**src/rtl/id_dispatch_queue_if.sv**
```systemverilog
// Decoded-instruction entry type and the decode/dispatch queue interface.
// The queue itself uses the slave modport; the driving side uses master.
package id_dispatch_pkg;
  typedef struct packed {
    logic        inst_valid;
    logic [31:0] pc;
    logic [4:0]  aluop;        // 5'd0 is a plain add, never a branch
    logic        reg_write_en;
    logic [4:0]  dest;
    logic        is_exception;
    logic        pre_is_branch_taken;
    logic [31:0] pre_branch_addr;
  } id_dispatch_t;
endpackage

interface id_dispatch_queue_if #(
  parameter int DEPTH = 8
);
  import id_dispatch_pkg::*;
  localparam int PTR_W = $clog2(DEPTH);

  logic               enq_valid;
  id_dispatch_t       enq_data;
  logic               enq_ready;
  id_dispatch_t       id_dispatch;
  logic               deq_valid;
  logic               pause_dispatch;
  logic               pause_ex;
  logic               branch_flush;
  logic               flush;
  logic [PTR_W:0]     count;

  modport master (
    output enq_valid, enq_data, pause_dispatch, pause_ex, branch_flush, flush,
    input  enq_ready, id_dispatch, deq_valid, count
  );

  modport slave (
    input  enq_valid, enq_data, pause_dispatch, pause_ex, branch_flush, flush,
    output enq_ready, id_dispatch, deq_valid, count
  );
endinterface

```
**src/rtl/id_dispatch_queue.sv**
```systemverilog
// Circular instruction queue between decode and dispatch; absorbs dispatch/ex
// stalls, drops wrong-path entries on mispredict and everything on flush.
module id_dispatch_queue #(
  parameter  int DEPTH = 8,
  localparam int PTR_W = $clog2(DEPTH)
) (
  input  logic                clk,
  input  logic                rst_n,
  id_dispatch_queue_if.slave  q
);
  import id_dispatch_pkg::*;

  localparam logic [PTR_W-1:0] PTR_ONE  = PTR_W'(1);
  localparam logic [PTR_W:0]   FULL_CNT = (PTR_W+1)'(DEPTH);

  logic [PTR_W-1:0] r_head, r_tail;
  logic [PTR_W:0]   r_count;
  id_dispatch_t     r_mem [DEPTH];

  logic w_full, w_empty, w_enq, w_hold, w_deq, w_bflush, w_clear;

  assign w_full   = (r_count == FULL_CNT);
  assign w_empty  = (r_count == '0);
  assign w_enq    = q.enq_valid && !w_full;
  assign w_hold   = q.pause_dispatch || q.pause_ex;
  assign w_deq    = !w_empty && !w_hold;
  // A paused branch is re-evaluated once the pause drops.
  assign w_bflush = q.branch_flush && !w_empty && !w_hold;
  assign w_clear  = q.flush || w_bflush;

  always_ff @(posedge clk or negedge rst_n) begin
    if (!rst_n) begin
      r_head  <= '0;
      r_tail  <= '0;
      r_count <= '0;
    end else if (w_clear) begin
      r_head  <= '0;
      r_tail  <= '0;
      r_count <= '0;
    end else begin
      if (w_enq) r_tail <= r_tail + PTR_ONE;
      if (w_deq) r_head <= r_head + PTR_ONE;
      r_count <= r_count + {{PTR_W{1'b0}}, w_enq} - {{PTR_W{1'b0}}, w_deq};
    end
  end

  // Storage is deliberately unreset; validity comes from count alone.
  always_ff @(posedge clk) begin
    if (w_enq && !w_clear) r_mem[r_tail] <= q.enq_data;
  end

  assign q.enq_ready   = !w_full;
  assign q.deq_valid   = !w_empty;
  assign q.count       = r_count;
  assign q.id_dispatch = w_empty ? '0 : r_mem[r_head];
endmodule

```
**src/flat_wrapper.sv**
```systemverilog
// flat-port wrapper written by rule: the top's interface ports become plain ports
module id_dispatch_queue_flat import id_dispatch_pkg::*;
#(
  parameter  int DEPTH = 8,
  localparam int PTR_W = $clog2(DEPTH)
)
  (clk, rst_n, q_enq_valid, q_enq_data, q_pause_dispatch, q_pause_ex, q_branch_flush, q_flush, q_enq_ready, q_id_dispatch, q_deq_valid, q_count);
  id_dispatch_queue_if #(.DEPTH(DEPTH)) q_i ();
  input  logic clk;
  input  logic rst_n;
  input wire logic [$bits(q_i.enq_valid)-1:0] q_enq_valid;
  input wire logic [$bits(q_i.enq_data)-1:0] q_enq_data;
  input wire logic [$bits(q_i.pause_dispatch)-1:0] q_pause_dispatch;
  input wire logic [$bits(q_i.pause_ex)-1:0] q_pause_ex;
  input wire logic [$bits(q_i.branch_flush)-1:0] q_branch_flush;
  input wire logic [$bits(q_i.flush)-1:0] q_flush;
  output wire logic [$bits(q_i.enq_ready)-1:0] q_enq_ready;
  output wire logic [$bits(q_i.id_dispatch)-1:0] q_id_dispatch;
  output wire logic [$bits(q_i.deq_valid)-1:0] q_deq_valid;
  output wire logic [$bits(q_i.count)-1:0] q_count;
  assign q_i.enq_valid = q_enq_valid;
  assign q_i.enq_data = q_enq_data;
  assign q_i.pause_dispatch = q_pause_dispatch;
  assign q_i.pause_ex = q_pause_ex;
  assign q_i.branch_flush = q_branch_flush;
  assign q_i.flush = q_flush;
  assign q_enq_ready = q_i.enq_ready;
  assign q_id_dispatch = q_i.id_dispatch;
  assign q_deq_valid = q_i.deq_valid;
  assign q_count = q_i.count;
  id_dispatch_queue #(.DEPTH(DEPTH)) u_core (.clk(clk), .rst_n(rst_n), .q(q_i));
endmodule
```
**config.mk**
```make
export PLATFORM = sky130hd
export DESIGN_NAME = id_dispatch_queue_flat
export DESIGN_NICKNAME = d
export VERILOG_FILES = /design/src/rtl/id_dispatch_queue_if.sv /design/src/rtl/id_dispatch_queue.sv /design/src/flat_wrapper.sv
export SDC_FILE = /design/constraint.sdc
export NUM_CORES = 1
export LEC_CHECK = 0
export BUFFER_PORTS_ARGS = -buffer_cell sky130_fd_sc_hd__buf_2
export CORE_AREA = 2 2 230 232
export CTS_CLUSTER_DIAMETER = 50
export DETAILED_ROUTE_END_ITERATION = 8
export DIE_AREA = 0 0 232 234
export HOLD_SLACK_MARGIN = 0.02
export PLACE_DENSITY = 0.64
export RECOVER_POWER = 100
export SYNTH_ARGS = -nofsm -noshare
export SYNTH_HDL_FRONTEND = slang
export SYNTH_SLANG_ARGS = --single-unit
```
**constraint.sdc**
```tcl
create_clock -name clk -period 12 [get_ports clk]
set_input_delay 1.2 -clock clk [delete_from_list [all_inputs] [get_ports clk]]
set_output_delay 1.2 -clock clk [all_outputs]
set_load 0.02 [all_outputs]
```
Word-level counts from Yosys, hierarchy flattened --
Memories as Yosys holds them, arrays and structs flattened. Index checks and enable logic that the tools add are counted.
Cells by class: reductions and logical operators 14, add/sub/neg operators 4, eq/ne operators 1, mux-type cells 8
Operators with widths (count):
- $mux W78 | 1
- $mux W3 | 4
- $add A3 B1 Y3 const B | 2
- $logic_and A1 B1 Y1 | 5
- $add A4 B1 Y4 | 1
- $eq A4 B4 Y1 const B | 1
- $logic_not A1 Y1 | 4
- $logic_not A4 Y1 | 1
- $mux W4 | 1
- $reduce_bool A2 Y1 | 2
- $sub A4 B1 Y4 | 1
- $logic_or A1 B1 Y1 | 2
- $mux W1 | 2
Storage, ports and cells: flip-flop bits (word level) 10, output and inout bits 84, RAM bits 624, logic and storage cells 31, bits of input ports 85, memories kept 1
Memory list:
- u_core.r_mem | words 8, bits a word 78, read ports 1, clocked after Yosys merged registers in 0, wr ports 1, RTL line id_dispatch_queue.sv:18 | id_dispatch_t r_mem [DEPTH];

Depth between registers and ports, before layout --
Gate-level depths: netlist of run 1.
word-level depth 9, gate-level depth with buffers 10

Worst setup path after synthesis of run 1 --
No wires, ideal clock.
path kind input -> register, start input port q_branch_flush, end memory u_core.r_mem[1][0] in the netlist's numbering (enable), required time 11.390 ns, data arrival time 6.876 ns, path buffers 0, stages 3, path slack 4.514 ns, cells stage by stage or3b_1 o2111ai_1 nor3_1
On the way: word-level cells in the longest chain between the ends 7
Ends and longest elaborated chain:
- start: declaration | RTL line flat_wrapper.sv:15 | input wire logic [$bits(q_i.branch_flush)-1:0] q_branch_flush;
- $logic_and A1 B1 Y1 (2 in a row) | RTL line id_dispatch_queue.sv:28 | assign w_bflush = q.branch_flush && !w_empty && !w_hold;
- $logic_or A1 B1 Y1 | RTL line id_dispatch_queue.sv:29 | assign w_clear = q.flush || w_bflush;
- $logic_not A1 Y1 | RTL line id_dispatch_queue.sv:49 | if (w_enq && !w_clear) r_mem[r_tail] <= q.enq_data;
- $logic_and A1 B1 Y1 | RTL line id_dispatch_queue.sv:49
- $mux W1 | RTL line id_dispatch_queue.sv:49
- $mux W1 (not written as such) | RTL line id_dispatch_queue.sv:49
- end: declaration | RTL line id_dispatch_queue.sv:18
No other way between the ends.

Worst setup path after layout of run 1 --
start register u_core.r_count[2], in the netlist u_core.q.count[2], end memory u_core.r_mem[6][64] in the netlist's numbering (enable)
On the way: word-level cells in the longest chain between the ends 9
Ends and longest elaborated chain:
- start: declaration | RTL line id_dispatch_queue.sv:17 | logic [PTR_W:0] r_count;
- start signal: assignment | RTL line id_dispatch_queue.sv:43 | r_count <= r_count + {{PTR_W{1'b0}}, w_enq} - {{PTR_W{1'b0}}, w_deq};
- $logic_not A4 Y1 | RTL line id_dispatch_queue.sv:23 | assign w_empty = (r_count == '0);
- $logic_not A1 Y1 | RTL line id_dispatch_queue.sv:28
- $logic_and A1 B1 Y1 (2 in a row) | RTL line id_dispatch_queue.sv:28
- $logic_or A1 B1 Y1 | RTL line id_dispatch_queue.sv:29
- $logic_not A1 Y1 | RTL line id_dispatch_queue.sv:49
- $logic_and A1 B1 Y1 * | RTL line id_dispatch_queue.sv:49
- $mux W1 * | RTL line id_dispatch_queue.sv:49
- $mux W1 (not written as such) * | RTL line id_dispatch_queue.sv:49
Mark *: on every way between the ends. The rest lies on a longest branch, timed or not.

==> run metrics, run 1 <==
type of origin of the critical path flop; Initial Util 0.4625; violation count after the first detailed-route iteration 862; CTS H-tree lvls 3; hold crit path type input pin to asynchronous set/reset pin; Routed WL 49.27 mm; final hold violations 0; CP Cell Sequence inv_1 -> ha_1 -> nor3b_1 -> o2111ai_1 -> nor2_4 -> clkbuf_1 -> clkbuf_1; final worst-path cycle share 0.6407; final net count 1300; hold_buf cts 0; Slew Viols, Final 739; Post-synth EDFFs 624; Power Total 5.707 mW; via-per-instance ratio 5.649; failing checks max-capacitance violations, max-slew violations; Final TNS setup 0 ns; die width 232 um; Final Util 0.5350; floorplan core area approximately 52000 um^2; Clock Skew 0.02721 ns; first-pass GRT wire length between 70 and 80 mm; Syn. warnings 0; pin count of the biggest net entering global routing 82; CTS Sinks 634; Max-slew headroom -1.369; R2R cell count 7; final setup vio count 0; Async SR Flop Fraction 0.01577; num rows 84; total number of vias 11000; RSZ-0062 raised after global routing no; antenna violations before repair 4; Avg Cell Area, Syn 24.20 um^2; First-pass DRT Iterations 5; status finished with violations; Yosys reg bits around 630; Internal 4.187 mW; CP Capture Type flop; final RePlAce weighted congestion 0.7330; CP max-delay cell clkbuf_1; antenna-violating nets left 0; overall routing resource usage 0.1845; Post-Syn Instances 994; clock power share 0.388; # DRC 0; Seq pwr share 0.445; post-synthesis sequential area ratio 0.7892; crit-path max FO 41; post_cts resized 0; WL per Instance roughly 25 um; crit-path leading delay family buffers and inverters; Logic pwr share 0.167; clk slew on worst S/H paths 0.06 ns; PortBufs 168; CTS Root Cell clkbuf_16; post-DP HPWL around 25 mm; VDD IR max ~0.00014 V; Crit path buffers/inverters 3; Die Height 234 um; syn_nets 1088; worst endpoint required time 12.11 ns; Tmin final 7.688 ns; Crit Path Class flop to flop; Worst path most repeated cell clkbuf_1; actual slew at the worst max-slew pin 3.553 ns; unique cell type count in the Yosys netlist 39; layout cells sized above 1 0.2153; later-pin clock latency in the skew report 0.60 ns; maxcap violations 19; CTS max path bufs 3; Placed Cells incl. Taps 1823; Critical Path Stages 7; PwrDens 205.0 nW/um^2; max incr delay on CP around 2.4 ns; Most used DFF post-synth edfxtp_1; pre-CTS setup slack roughly 8 ns; Psw 1.519 mW; GRT overflow 0; vias in the first global route roughly 12000; CTS tree yes; final setup margin 4.312 ns; highest clock rate 130.1 MHz; die area 54290 um^2; LEAKAGE 8.623 nW; Num CTS Buffers 69; area delta synth->final 15.68%; CP Data Arrival Time ~8 ns; I/O Pins approximately 170; Finished Layout Cells between 1500 and 2000; setup bufs post-CTS 0; synthesized area 24060 um^2; switching part of the total 0.2662
-- cells in the mapped netlist, types with 2 or more instances --
cell type  instances  area share
a21oi_1            6      0.0012
buf_6             10      0.0047
buf_2              8      0.0017
o31ai_1            2     0.00062
mux4_1            19       0.021
mux4_2           137        0.13
o2111ai_1          2     0.00073
inv_1              9      0.0014
o21ai_0            4     0.00083
clkbuf_8           2      0.0011
edfxtp_1         624        0.78
a22o_1            78       0.028
buf_4              2     0.00062
clkbuf_1          26      0.0041
dfrtp_1           10       0.010
inv_2              3     0.00047
or3_1              3     0.00078
nor2_1            13      0.0020
nor3_1             3     0.00062
nor2_2             2     0.00052
nand2b_1           2     0.00052
nand2_1            2     0.00031
nand3_1            3     0.00062
buf_1              2     0.00031
ha_1               8      0.0042
-- final timing paths --
check	to	startpoint	slack (ns)
max	u_core.r_mem[6][64]$_DFFE_PP_	u_core.q.count[2]$_DFF_PN0_	4.31
min	u_core.q.count[3]$_DFF_PN0_	rst_n	0.60
max in group asynchronous	u_core.r_head[0]$_DFFE_PN0P_	rst_n	10.94
max reg2reg	u_core.r_mem[6][64]$_DFFE_PP_	u_core.q.count[2]$_DFF_PN0_	4.31
min in group clk	u_core.r_tail[0]$_DFFE_PN0P_	u_core.r_tail[0]$_DFFE_PN0P_	0.64
min reg2reg	u_core.r_tail[0]$_DFFE_PN0P_	u_core.r_tail[0]$_DFFE_PN0P_	0.64
-- layout by cell type (no fill, tap or decap), drive strengths merged, types with 3 or more instances in the layout --
master / n
a21oi: 6
a22o: 78
buf: 14
bufinv: 12
clkbuf: 259
clkinv: 24
dfrtp: 10
edfxtp: 624
ha: 8
inv: 18
mux4: 156
nand3: 3
nor2: 15
nor3: 3
o21ai: 4
or3: 3
-- metal layers --
layer	wire length, um	part of all wire	up-vias	global-route usage
met3	2578	0.052	64	0.04000
met4	898	0.018	6	0.05909
li1	-	-	4756	-
met5	41	0.00083	-	0
met2	25210	0.51	269	0.3133
met1	20550	0.42	5909	0.2391
-- power groups by stage --
stage          combinational [mW]  sequential (mW)  clock [mW]
2_1_floorplan               0.645             2.58           0
3_3_place_gp                 1.01             2.58           0
3_5_place_dp                 1.01             2.58           0
4_1_cts                      1.02             2.53        2.27
5_1_grt                      1.03             2.54        2.35
6_report                    0.955             2.54        2.21
-- registers in the layout, summed over array words and instances (netlist names) --
register / count
u_core.r_mem: 624
u_core.r_tail: 3
u_core.q.count: 4
u_core.r_head: 3
-- area by class of cell --
cell class | instances | area, um^2
sequential | 634 | 19000
clock inverter | 43 | 571.8
multi-input combinational | 297 | 4755
tap | 688 | 860.8
antenna | 1 | 2.502
fill | 4034 | 24190
timing repair buffer | 192 | 765.7
clock buffer | 81 | 1836
inverter | 12 | 45.04
-- kinds of logic (layout without fill, tap and decap cells) --
kind of cell    after synthesis  count (layout)  synth area share
flops                       634             634            0.7892
other cells                   0               1                 0
compound gates               95              95           0.03282
xor+xnor                      1               1         0.0003641
fa+ha+maj                     9               9          0.004993
buf+inv                      63             328           0.01519
simple gates                 36              36          0.008425
mux                         156             156            0.1490
-- metrics by stage --
stage | cell area, um^2 | hold WS [ns]
finish | 27830 | 0.6012
global route | 27830 | 0.6426
CTS | 28110 | 0.4522
detailed placement | 25710 | 0.6125
global placement | 25710 | 0.5853
floorplan | 24060 | 0.5570
No activity file was read; power rests on OpenSTA's default activity.
==> inputs of run 2 (changes only) <==
Clock period 12 ns to 7.3 ns, I/O delays scaled along.
==> run metrics, run 2 (synthesis gave the netlist of run 1 again) <==
actual slew at the worst max-slew pin 2.287 ns (was 3.553 ns); Die Height 234 um (unchanged); Num CTS Buffers 71 (was 69); post-DP HPWL 25.50 mm (was 25.17 mm); violation count after the first detailed-route iteration 782 (was 862); Hold Path Depth 2; FILL cells 4047 (was 4034); VDD IR max 0.0002559 V (was 0.0001431 V); maxcap violations 6 (was 19); crit-path leading delay family buffers and inverters (unchanged); layout cells sized above 1 0.2151 (was 0.2153); commonest non-fill, non-tap cell in the layout edfxtp_1 (unchanged); final instance area 27630 um^2 (was 27830 um^2); CP Cell Sequence inv_1 -> ha_1 -> nor3b_1 -> o2111ai_1 -> nor3_2 -> buf_4 -> clkbuf_1 (was inv_1 -> ha_1 -> nor3b_1 -> o2111ai_1 -> nor2_4 -> clkbuf_1 -> clkbuf_1); PortBufs 168 (unchanged); CTS tree yes (unchanged); clk slew on worst S/H paths 0.06 ns (about the same); CP max-delay cell clkbuf_1 (unchanged); commonest cells after routing, fill and taps aside 624 x edfxtp_1, 178 x clkbuf_1, 137 x mux4_2 (was 624 x edfxtp_1, 187 x clkbuf_1, 137 x mux4_2); antenna violations before repair 5 (was 4); later-pin clock latency in the skew report 0.59 ns (was 0.60 ns); CTS max path bufs 3 (unchanged); die area 54290 um^2 (unchanged); worst endpoint required time 7.46 ns (was 12.11 ns); vias in the first global route 11350 (was 11620); Max-slew headroom -0.5246 (was -1.369); floorplan core area 52020 um^2 (unchanged); area delta synth->final 14.83% (was 15.68%); Crit path buffers/inverters 3 (unchanged); final setup vio count 0 (unchanged); Tmin final 5.110 ns (was 7.688 ns); first-pass GRT wire length 72.05 mm (was 73.04 mm); CTS Root Cell clkbuf_16 (unchanged); max FFs per register 624 (unchanged); hold_buf cts 1 (was 0); overall routing resource usage 0.1821 (was 0.1845); final hold violations 0 (unchanged); CTS Sinks 634 (unchanged); via-per-instance ratio 5.586 (was 5.649); Crit Path Class flop to flop (unchanged); RSZ-0062 raised after global routing no (unchanged); die width 232 um (unchanged); total number of vias 10890 (was 11000); Area after DPL 25690 um^2 (was 25710 um^2); status finished with violations (unchanged); final worst-path cycle share 0.7001 (was 0.6407); type of origin of the critical path flop (unchanged); hold crit path type input pin to flop (was input pin to asynchronous set/reset pin); num rows 84 (unchanged); # DRC 0 (unchanged); Routed WL 48.58 mm (was 49.27 mm); post_cts resized 0 (unchanged); Final TNS setup 0 ns (unchanged); failing checks max-capacitance violations, max-slew violations (unchanged); GRT overflow 0 (unchanged); antenna-violating nets left 0 (unchanged); I/O Pins 169 (unchanged); Critical Path Stages 7 (unchanged); CP Capture Type flop (unchanged); CTS H-tree lvls 3 (unchanged); pin count of the biggest net entering global routing 107 (was 82); final RePlAce weighted congestion 0.7292 (was 0.7330); Most flops, register u_core.r_mem (unchanged); LEAKAGE 8.573 nW (was 8.623 nW); PwrDens 327.5 nW/um^2 (was 205.0 nW/um^2); CP Data Arrival Time 5.27 ns (was 7.80 ns); max incr delay on CP 1.68 ns (was 2.41 ns); Slew Viols, Final 135 (was 739); final net count 1301 (was 1300); WL per Instance 24.91 um (was 25.29 um); highest clock rate 195.7 MHz (was 130.1 MHz); First-pass DRT Iterations 5 (unchanged); crit-path max FO 45 (was 41); setup bufs post-CTS 0 (unchanged); Clock Skew 0.01970 ns (was 0.02721 ns); Initial Util 0.4625 (unchanged); R2R cell count 7 (unchanged)
==> run 2: cell type report <==
class                           count  area [um^2]  share of cell area
Clock buffer                       88         1862             0.06739
Clock inverter                     38        320.3             0.01159
Sequential cell                   634        19000              0.6876
Antenna cell                        2        5.005           0.0001812
Inverter                           12        45.04            0.001630
Tap cell                          688        860.8             0.03116
Multi-Input combinational cell    297         4722              0.1709
Timing Repair Buffer              191        815.8             0.02953
==> run 2: final timing paths <==
kind                                              start                             to  slack [ns]
setup / recovery            u_core.q.count[2]$_DFF_PN0_  u_core.r_mem[0][54]$_DFFE_PP_        2.19
hold / removal                                  q_flush   u_core.r_head[1]$_DFFE_PN0P_        0.41
setup reg to reg            u_core.q.count[2]$_DFF_PN0_  u_core.r_mem[0][54]$_DFFE_PP_        2.19
hold reg to reg            u_core.r_tail[0]$_DFFE_PN0P_   u_core.r_tail[0]$_DFFE_PN0P_        0.63
max in group asynchronous                         rst_n   u_core.r_head[1]$_DFFE_PN0P_        6.11
min in group asynchronous                         rst_n    u_core.q.count[2]$_DFF_PN0_        0.70
==> run 2: per-stage QoR <==
stage / setup slack, ns / util / std cells / hold WS, ns / power (mW)
global placement: 3.735 / 0.4938 / 1821 / 0.6045 / 5.890
detailed placement: 3.707 / 0.4938 / 1821 / 0.6195 / 5.903
global route: 1.704 / 0.5310 / 1950 / 0.4021 / 9.406
CTS: 3.077 / 0.5360 / 1948 / 0.3655 / 9.247
floorplan: 0.06994 / - / 994 / 0.4344 / 5.304
finish: 2.190 / 0.5310 / 1950 / 0.4125 / 9.048
==> run 2: power by group <==
| part | switching, mW | internal (mW) |
|---|---|---|
| sequential | 0.0346 | 4.12 |
| combinational | 1.07 | 0.497 |
| clock | 1.37 | 1.96 |
==> run 2: layer usage <==
metal	share of wire	track usage	wire length, um
met1	0.42	0.2403	20360
met2	0.50	0.3004	24350
met3	0.055	0.04061	2690
met4	0.024	0.06571	1143
met5	0.00076	0	37
==> inputs of run 3 (changes only) <==
Clock period 7.3 ns to 4.9 ns, I/O delays scaled along.
==> run metrics, run 3 (synthesis gave the netlist of run 1 again) <==
final worst-path cycle share 0.8210 (was 0.7001); Routed WL 48.00 mm (was 48.58 mm); I/O Pins 169 (unchanged); CP Data Arrival Time 4.21 ns (was 5.27 ns); CTS H-tree lvls 3 (unchanged); layout cells sized above 1 0.2149 (was 0.2151); LEAKAGE 8.557 nW (was 8.573 nW); worst endpoint required time 5.09 ns (was 7.46 ns); CTS Sinks 634 (unchanged); CTS Root Cell clkbuf_16 (unchanged); worst r2r dst u_core.r_mem[4][1]$_DFFE_PP_ (was u_core.r_mem[0][54]$_DFFE_PP_); Initial Util 0.4625 (unchanged); Crit path buffers/inverters 2 (was 3); violation count after the first detailed-route iteration 879 (was 782); PwrDens 483.4 nW/um^2 (was 327.5 nW/um^2); GRT overflow 0 (unchanged); final hold violations 0 (unchanged); via-per-instance ratio 5.651 (was 5.586); hold crit path type input pin to flop (unchanged); max incr delay on CP 1.13 ns (was 1.68 ns); overall routing resource usage 0.1794 (was 0.1821); Max-slew headroom 0.03478 (was -0.5246); post-DP HPWL 24.16 mm (was 25.50 mm); maxcap violations 0 (was 6); final RePlAce weighted congestion 0.6948 (was 0.7292); RSZ-0062 raised after global routing no (unchanged); R2R Path Start u_core.q.count[2]$_DFF_PN0_ (unchanged); Tmin final 4.023 ns (was 5.110 ns); crit-path leading delay family simple AND/OR/NAND/NOR gates (was buffers and inverters); VDD IR max 0.0004504 V (was 0.0002559 V); Hold Path End u_core.r_head[1]$_DFFE_PN0P_ (unchanged); PortBufs 168 (unchanged); WL per Instance 24.73 um (was 24.91 um); CTS tree yes (unchanged); commonest cells after routing, fill and taps aside 624 x edfxtp_1, 173 x clkbuf_1, 137 x mux4_2 (was 624 x edfxtp_1, 178 x clkbuf_1, 137 x mux4_2); First-pass DRT Iterations 5 (unchanged); CP Capture Type flop (unchanged); Hold Path Depth 2 (unchanged); die width 232 um (unchanged); highest clock rate 248.6 MHz (was 195.7 MHz); pin count of the biggest net entering global routing 157 (was 107); Die Height 234 um (unchanged); # DRC 0 (unchanged); Num CTS Buffers 66 (was 71); first-pass GRT wire length 71.48 mm (was 72.05 mm); commonest non-fill, non-tap cell in the layout edfxtp_1 (unchanged); clk slew on worst S/H paths 0.05 ns (was 0.06 ns); Reg2Reg Setup Slack 0.88 ns (was 2.19 ns); crit-path max FO 34 (was 45); later-pin clock latency in the skew report 0.58 ns (was 0.59 ns); total number of vias 10970 (was 10890); CP Cell Sequence inv_1 -> ha_1 -> nor3b_1 -> o2111ai_1 -> nor2_4 -> clkbuf_2 (was inv_1 -> ha_1 -> nor3b_1 -> o2111ai_1 -> nor3_2 -> buf_4 -> clkbuf_1); die area 54290 um^2 (unchanged); setup bufs post-CTS 0 (unchanged); CTS max path bufs 3 (unchanged); smallest hold slack 0.1827 ns (was 0.4125 ns); Crit Path Class flop to flop (unchanged); Slew Viols, Final 0 (was 135); min-delay src q_flush (unchanged); actual slew at the worst max-slew pin 1.445 ns (was 2.287 ns); area delta synth->final 15.11% (was 14.83%); type of origin of the critical path flop (unchanged); Clock Skew 0.01553 ns (was 0.01970 ns); antenna-violating nets left 0 (unchanged); Most flops, register u_core.r_mem (unchanged); FILL cells 4086 (was 4047); antenna violations before repair 5 (unchanged); final net count 1297 (was 1301); R2R cell count 6 (was 7); vias in the first global route 11470 (was 11350); floorplan core area 52020 um^2 (unchanged); max FFs per register 624 (unchanged); Final Util 0.5323 (was 0.5310); status completed (was finished with violations); CP max-delay cell nor3b_1 (was clkbuf_1); final setup vio count 0 (unchanged); num rows 84 (unchanged)
run 3: final cells by class:
cell class,count,area (um^2),area share
multi-input cells,297,4772,0.1723
inverters,12,45.04,0.001626
flip-flops and latches,634,19000,0.6859
diodes,1,2.502,0.00009035
repair buffers,192,908.4,0.03280
well taps,688,860.8,0.03108
clock buffers,86,1833,0.06618
clock inverters,31,277.8,0.01003
run 3: stage by stage:
| step | std cells | area [um^2] | setup TNS [ns] | power, mW | setup WS [ns] |
|---|---|---|---|---|---|
| finish | 1941 | 27700 | 0 | 13.39 | 0.8769 |
| global route | 1941 | 27700 | 0 | 13.92 | 0.5477 |
| CTS | 1940 | 27920 | 0 | 13.69 | 1.167 |
| detailed placement | 1822 | 25800 | 0 | 8.841 | 1.738 |
| global placement | 1822 | 25800 | 0 | 8.810 | 1.761 |
| floorplan | 994 | 24070 | -110.69 | 7.892 | -0.2418 |
run 3: worst max-delay path by stage:
stage | start | endpoint | cells after the start
after floorplan | u_core.q.count[2]$_DFF_PN0_ | u_core.r_mem[7][0]$_DFFE_PP_ | 5
after global placement | u_core.q.count[2]$_DFF_PN0_ | u_core.r_mem[1][35]$_DFFE_PP_ | 6
after detailed placement | u_core.q.count[2]$_DFF_PN0_ | u_core.r_mem[1][28]$_DFFE_PP_ | 6
after CTS | u_core.r_head[0]$_DFFE_PN0P_ | q_id_dispatch[48] | 4
after global routing | u_core.q.count[2]$_DFF_PN0_ | u_core.r_mem[4][33]$_DFFE_PP_ | 6
final | u_core.q.count[2]$_DFF_PN0_ | u_core.r_mem[4][1]$_DFFE_PP_ | 6
run 3: routing by layer:
| layer | vias to the layer above | routed length, um | GRT usage |
|---|---|---|---|
| li1 | 4754 | - | - |
| met1 | 5833 | 20780 | 0.2485 |
| met4 | 8 | 935 | 0.05549 |
| met2 | 303 | 23360 | 0.2877 |
| met3 | 70 | 2887 | 0.03976 |
| met5 | - | 45 | 0 |
run 3: repair_timing:
item,4_1_cts,5_1_grt
hold endpoints to repair,10,0
hold buffers,1,0
resized for setup,0,0
run 3: power by group:
part | leakage [nW] | total [mW] | switching, mW | internal (mW)
clock | 1.02 | 4.83 | 1.93 | 2.90
sequential | 5.76 | 6.20 | 0.0712 | 6.13
combinational | 1.77 | 2.36 | 1.58 | 0.778
